[src/rtl/dmem_arbiter_if.sv]
// dmem_arbiter_if: bus bundle for the data-memory arbiter.
// Groups the processor-side, host-side, halt and memory-macro signals.
// slave  : arbiter view (drives stall/grant/memory pins)
// master : environment view (processor, host, memory macro)
interface dmem_arbiter_if;
  // processor side
  logic        cpu_mem_wr;
  logic [7:0]  cpu_mem_addr;
  logic [31:0] cpu_mem_wdata;
  logic [31:0] cpu_mem_rdata;
  logic        cpu_stall;
  // host/debug side
  logic        host_req;
  logic        host_wr;
  logic [7:0]  host_addr;
  logic [31:0] host_wdata;
  logic        host_gnt;
  logic [31:0] host_rdata;
  logic        host_valid;
  // halt control
  logic        halt_req;
  logic        halted;
  // memory macro
  logic        mem_wr;
  logic [7:0]  mem_addr;
  logic [31:0] mem_wdata;
  logic [31:0] mem_rdata;

  modport slave (
    input  cpu_mem_wr, cpu_mem_addr, cpu_mem_wdata,
    output cpu_mem_rdata, cpu_stall,
    input  host_req, host_wr, host_addr, host_wdata,
    output host_gnt, host_rdata, host_valid,
    input  halt_req,
    output halted,
    output mem_wr, mem_addr, mem_wdata,
    input  mem_rdata
  );

  modport master (
    output cpu_mem_wr, cpu_mem_addr, cpu_mem_wdata,
    input  cpu_mem_rdata, cpu_stall,
    output host_req, host_wr, host_addr, host_wdata,
    input  host_gnt, host_rdata, host_valid,
    output halt_req,
    input  halted,
    input  mem_wr, mem_addr, mem_wdata,
    output mem_rdata
  );
endinterface

[src/rtl/dmem_arbiter.sv]
// dmem_arbiter: shares the single-port data memory between the processor
// and a host/debug port. Host accesses stall the processor; a burst limit
// forces one processor cycle after MAX_HOST_BURST consecutive host grants
// unless the processor is halted.
// Optional macro DMEM_ARB_STATS_EN adds saturating stall/host-access counters.
module dmem_arbiter #(
  parameter int unsigned MAX_HOST_BURST = 4
) (
  input  logic             clk,
  input  logic             rst,
  dmem_arbiter_if.slave    bus
`ifdef DMEM_ARB_STATS_EN
  ,
  output logic [15:0]      stall_cnt,
  output logic [15:0]      host_acc_cnt
`endif
);

  typedef enum logic {ST_CPU, ST_HOST} state_t;

  localparam logic [4:0] MAX_B = 5'(MAX_HOST_BURST);

  state_t      state_q, state_d;
  logic [3:0]  burst_q, burst_d;
  logic        halted_q;
  logic [31:0] host_rdata_q;
  logic        host_valid_q;
  logic        host_own;
  logic [4:0]  burst_sum;
  logic        limit_hit;

  assign host_own = (state_q == ST_HOST);

  // Next-state and burst counter; count saturates so a long halted burst
  // cannot wrap and a >= compare forces the CPU slot right after halt drops.
  always_comb begin
    state_d   = state_q;
    burst_d   = burst_q;
    burst_sum = {1'b0, burst_q} + 5'd1;
    limit_hit = ~halted_q && (burst_sum >= MAX_B);
    unique case (state_q)
      ST_CPU: begin
        burst_d = '0;
        if (bus.host_req) state_d = ST_HOST;
      end
      ST_HOST: begin
        burst_d = (burst_q == 4'hF) ? burst_q : burst_q + 4'd1;
        if (!bus.host_req || limit_hit) begin
          state_d = ST_CPU;
          burst_d = '0;
        end
      end
      default: begin
        state_d = ST_CPU;
        burst_d = '0;
      end
    endcase
  end

  // FSM state, halt status and registered host read data/valid
  always_ff @(posedge clk or posedge rst) begin
    if (rst) begin
      state_q      <= ST_CPU;
      burst_q      <= '0;
      halted_q     <= 1'b0;
      host_rdata_q <= '0;
      host_valid_q <= 1'b0;
    end else begin
      state_q      <= state_d;
      burst_q      <= burst_d;
      halted_q     <= bus.halt_req;
      host_valid_q <= host_own && !bus.host_wr;
      if (host_own && !bus.host_wr) host_rdata_q <= bus.mem_rdata;
    end
  end

  // Memory-pin mux; writes are blocked combinationally during reset
  always_comb begin
    if (host_own) begin
      bus.mem_addr  = bus.host_addr;
      bus.mem_wdata = bus.host_wdata;
      bus.mem_wr    = bus.host_wr && !rst;
    end else begin
      bus.mem_addr  = bus.cpu_mem_addr;
      bus.mem_wdata = bus.cpu_mem_wdata;
      bus.mem_wr    = bus.cpu_mem_wr && !halted_q && !rst;
    end
  end

  assign bus.cpu_mem_rdata = bus.mem_rdata;
  assign bus.cpu_stall     = host_own || halted_q;
  assign bus.host_gnt      = host_own;
  assign bus.host_rdata    = host_rdata_q;
  assign bus.host_valid    = host_valid_q;
  assign bus.halted        = halted_q;

`ifdef DMEM_ARB_STATS_EN
  logic [15:0] stall_cnt_q;
  logic [15:0] host_acc_cnt_q;

  // Saturating activity counters
  always_ff @(posedge clk or posedge rst) begin
    if (rst) begin
      stall_cnt_q    <= '0;
      host_acc_cnt_q <= '0;
    end else begin
      if (bus.cpu_stall && (stall_cnt_q != 16'hFFFF))
        stall_cnt_q <= stall_cnt_q + 16'd1;
      if (host_own && (host_acc_cnt_q != 16'hFFFF))
        host_acc_cnt_q <= host_acc_cnt_q + 16'd1;
    end
  end

  assign stall_cnt    = stall_cnt_q;
  assign host_acc_cnt = host_acc_cnt_q;
`endif

endmodule
[src/flat_wrapper.sv]
// flat-port wrapper written by rule: the top's interface ports become plain ports
module dmem_arbiter_flat 
#(
  parameter int unsigned MAX_HOST_BURST = 4
)
  (clk, rst, bus_cpu_mem_wr, bus_cpu_mem_addr, bus_cpu_mem_wdata, bus_cpu_mem_rdata, bus_cpu_stall, bus_host_req, bus_host_wr, bus_host_addr, bus_host_wdata, bus_host_gnt, bus_host_rdata, bus_host_valid, bus_halt_req, bus_halted, bus_mem_wr, bus_mem_addr, bus_mem_wdata, bus_mem_rdata);
  dmem_arbiter_if bus_i ();
  input  logic clk;
  input  logic rst;
  input wire logic [$bits(bus_i.cpu_mem_wr)-1:0] bus_cpu_mem_wr;
  input wire logic [$bits(bus_i.cpu_mem_addr)-1:0] bus_cpu_mem_addr;
  input wire logic [$bits(bus_i.cpu_mem_wdata)-1:0] bus_cpu_mem_wdata;
  output wire logic [$bits(bus_i.cpu_mem_rdata)-1:0] bus_cpu_mem_rdata;
  output wire logic [$bits(bus_i.cpu_stall)-1:0] bus_cpu_stall;
  input wire logic [$bits(bus_i.host_req)-1:0] bus_host_req;
  input wire logic [$bits(bus_i.host_wr)-1:0] bus_host_wr;
  input wire logic [$bits(bus_i.host_addr)-1:0] bus_host_addr;
  input wire logic [$bits(bus_i.host_wdata)-1:0] bus_host_wdata;
  output wire logic [$bits(bus_i.host_gnt)-1:0] bus_host_gnt;
  output wire logic [$bits(bus_i.host_rdata)-1:0] bus_host_rdata;
  output wire logic [$bits(bus_i.host_valid)-1:0] bus_host_valid;
  input wire logic [$bits(bus_i.halt_req)-1:0] bus_halt_req;
  output wire logic [$bits(bus_i.halted)-1:0] bus_halted;
  output wire logic [$bits(bus_i.mem_wr)-1:0] bus_mem_wr;
  output wire logic [$bits(bus_i.mem_addr)-1:0] bus_mem_addr;
  output wire logic [$bits(bus_i.mem_wdata)-1:0] bus_mem_wdata;
  input wire logic [$bits(bus_i.mem_rdata)-1:0] bus_mem_rdata;
  assign bus_i.cpu_mem_wr = bus_cpu_mem_wr;
  assign bus_i.cpu_mem_addr = bus_cpu_mem_addr;
  assign bus_i.cpu_mem_wdata = bus_cpu_mem_wdata;
  assign bus_cpu_mem_rdata = bus_i.cpu_mem_rdata;
  assign bus_cpu_stall = bus_i.cpu_stall;
  assign bus_i.host_req = bus_host_req;
  assign bus_i.host_wr = bus_host_wr;
  assign bus_i.host_addr = bus_host_addr;
  assign bus_i.host_wdata = bus_host_wdata;
  assign bus_host_gnt = bus_i.host_gnt;
  assign bus_host_rdata = bus_i.host_rdata;
  assign bus_host_valid = bus_i.host_valid;
  assign bus_i.halt_req = bus_halt_req;
  assign bus_halted = bus_i.halted;
  assign bus_mem_wr = bus_i.mem_wr;
  assign bus_mem_addr = bus_i.mem_addr;
  assign bus_mem_wdata = bus_i.mem_wdata;
  assign bus_i.mem_rdata = bus_mem_rdata;
  dmem_arbiter #(.MAX_HOST_BURST(MAX_HOST_BURST)) u_core (.clk(clk), .rst(rst), .bus(bus_i));
endmodule
[config.mk]
export PLATFORM = sky130hd
export DESIGN_NAME = dmem_arbiter_flat
export DESIGN_NICKNAME = d
export VERILOG_FILES = /design/src/rtl/dmem_arbiter_if.sv /design/src/rtl/dmem_arbiter.sv /design/src/flat_wrapper.sv
export SDC_FILE = /design/constraint.sdc
export NUM_CORES = 1
export LEC_CHECK = 0
export ABC_AREA = 1
export BUFFER_PORTS_ARGS = -buffer_cell sky130_fd_sc_hd__buf_2
export CORE_ASPECT_RATIO = 1.4
export CORE_UTILIZATION = 25
export CTS_BUF_LIST = sky130_fd_sc_hd__clkbuf_4
export DETAILED_ROUTE_END_ITERATION = 10
export SLEW_MARGIN = 30
export SYNTH_ARGS = -nofsm -noshare
export SYNTH_HDL_FRONTEND = slang
export SYNTH_SLANG_ARGS = --single-unit
[constraint.sdc]
create_clock -name clk -period 3.45 [get_ports clk]
set_input_delay 0.1725 -clock clk [delete_from_list [all_inputs] [get_ports clk]]
set_output_delay 0.1725 -clock clk [all_outputs]
set_load 0.01 [all_outputs]
==> impl_metrics.ini <==
[run_status]
status = finished, final reports clean

[grt]
grt_pass1_vias = 2540
grt_pass1_wl_um = 12800
grt_antenna_before_repair = 0
track_usage_pct = 17.3
overflow = 0
grt_start_max_net_pins = 45

[timing]
clock.fmax_ghz = 0.546
rsz0062_at_grt = no
maxSlewHeadroom_pct = 66.1
finalCritPeriodShare_pct = 53.1
hold_viol_final = 0
fin_setup_tns_ns = 0
clock_skew_ns = 0.0106
fin_crit_ns = 1.83
finalSetupViolCount = 0
tightest_slew_ns = 0.508
slew_violations = 0

[floorplan]
die_height_um = 116
fp.coreArea_sq_um = 9030
placementRows = 41
ios = 227
start_util_pct = 25.7
die_area_sq_um = 9670
die_x_um = 83.4

[placed_design]
dp_hpwl_um = 7150
post_dp_cell_area_sq_um = 3280
gp_congestion = 0.824
portBuffers = 226
place_inst = 634

[hold_path]
hold-path-cell-count = 3
min-delay-start = bus_mem_rdata[11]
hp-class = input pin to flip-flop
whs_endpoint = u_core.bus.host_rdata[11]

[synth]
ys_ff_latch = 39
seq_area_frac_synth_pct = 42.1
synth.distinct_cells = 16
avgSynthCellArea_sq_um = 6.70
syn_inst = 346
syn_nets = 466
yosysWarnings = 0
synthesis.area_sq_um = 2320

[setup_path]
r2r_slack_ns = 1.79
critical_path_class = flip-flop to output pin
critPathCaptureType = output pin
cp_slowest_cell = dfrtp_1
r2r_start = u_core.bus.host_gnt
r2r-end = u_core.bus.host_rdata[23]
start_kind = flip-flop
cp.required_ns = 3.28
cp_max_fo = 43
crit_chain = inv_4 -> nor2_8 -> nor3_1 -> buf_2
max_stage_delay_ns = 0.42
cp.arrival_ns = 1.66
worstRegToRegCells = 5
cp-startpoint = u_core.bus.host_gnt

[detailed_routing]
wl_met2_um = 4170
wl_per_cell_um = 13.3
first_iter_violations = 74
wl_met3_um = 688
via_count = 2743
avgViaCountPerCell = 4.26
drt-pass1-iter-count = 4
top_layer = met4
wirelength_um = 8580
drc_errors = 0
ant_nets = 0
wl_met1_um = 3650

[layout]
final_common_cell = nand2_1
seq_area_sq_um = 976
layout_common_cells = nand2_1, buf_2, dfrtp_1, inv_1
synthToLayoutAreaGrowth_pct = 45.7
drive_gt1_share_pct = 44.3
finalNetCount = 656
multi_input_area_sq_um = 978
diodes = 0
final_cells = 644
final.fill_count = 1019
stdcell_area_sq_um = 3380

[clock_network]
numCtsBuffers = 5
cts_resized = 0
cts.htree.levels = 2
clock-sinks = 39
path_clk_slew_ns = 0.11
worstSkewPairLatency_ns = 0.33
cts_tree = done
cts_root_buf = clkbuf_4
clockBufferDepth = 2

[run]
drv_cap = 0

[power_and_ir_drop]
p_per_area_nw_per_um2 = 453
cellLeakagePower_nw = 2.24
ir_worst_vdd_mv = 0.243
-- layout make-up --
class	count	area share (%)
clock buffers	5	1.11
clock inverters	3	1.15
inverters	12	1.41
multi-input cells	248	29.0
flip-flops and latches	39	28.9
well taps	107	3.96
repair buffers	230	34.5
-- flip-flops by register name, indices dropped and copies added (netlist names) --
signal / cells
u_core.bus.host_rdata: 32
u_core.bus.host_valid: 1
u_core.bus.halted: 1
u_core.bus.host_gnt: 1
u_core.burst_q: 4
-- report_power, final --
part	internal, mW	switching [mW]	total, mW	leakage (nW)
clock	0.149	0.142	0.291	0.0426
sequential	0.551	0.0561	0.607	0.487
combinational	0.250	0.382	0.632	1.71
total	0.950	0.581	1.53	2.24
-- per-layer routing --
layer / vias to the layer above / GRT usage (%)
met2: 158 / 30.7
li1: 1373 / -
met4: 0 / 4.14
met1: 1207 / 21.3
met5: - / 0
met3: 5 / 3.92
-- synth_stat cells --
library cell / instances / share of area, %
nand3_1: 3 / 0.65
nor2_1: 5 / 0.81
nor2_8: 1 / 0.86
buf_4: 34 / 11
dfrtp_1: 39 / 42
inv_1: 10 / 1.6
ha_1: 2 / 1.1
nand2_1: 233 / 38
nand4_1: 1 / 0.27
buf_2: 10 / 2.2
clkbuf_1: 3 / 0.49
nor3_1: 1 / 0.22
inv_4: 1 / 0.27
inv_2: 1 / 0.16
a21oi_1: 1 / 0.22
xor2_1: 1 / 0.38
-- through the flow --
step           hold slack (ns)  util [%]  total power [mW]  worst slack (ns)
2_1_floorplan            0.204         -             0.958              2.28
3_3_place_gp             0.106      36.3              1.26              1.74
3_5_place_dp             0.113      36.3              1.26              1.72
4_1_cts                 0.0166      37.4              1.57              1.54
5_1_grt                 0.0237      37.4              1.66              1.42
6_report                0.0399      37.4              1.53              1.62
-- critical path: cells and delay by family, from the launching register on --
kind                   cells  cell delay (ns)
buffers and inverters      2             0.51
DFF                        1             0.42
and+or+nand+nor            2             0.39
-- worst max path at each step --
stage | slack [ns] | endpoint
6_report | 1.62 | bus_mem_wr
3_5_place_dp | 1.72 | u_core.bus.host_rdata[23]
5_1_grt | 1.42 | bus_mem_wr
4_1_cts | 1.54 | bus_mem_wr
3_3_place_gp | 1.74 | u_core.bus.host_rdata[2]
2_1_floorplan | 2.28 | bus_mem_wr
-- what timing repair did --
| action | CTS | global route |
|---|---|---|
| hold endpoints to repair | 8 | 0 |
| endpoints found under the setup margin | 0 | 0 |
| hold buffers | 2 | 0 |
| buffers inserted | 0 | 0 |
-- cell families after synthesis --
kind of cell | Yosys count | synth area share [%]
flip-flops | 39 | 42.1
adder cells (fa/ha/maj) | 2 | 1.08
buffers and inverters | 59 | 15.7
XOR/XNOR | 1 | 0.378
AND/OR/NAND/NOR | 244 | 40.5
AO/OA/AOI/OAI | 1 | 0.216
Note: power is estimated with default switching activity, not from simulation.
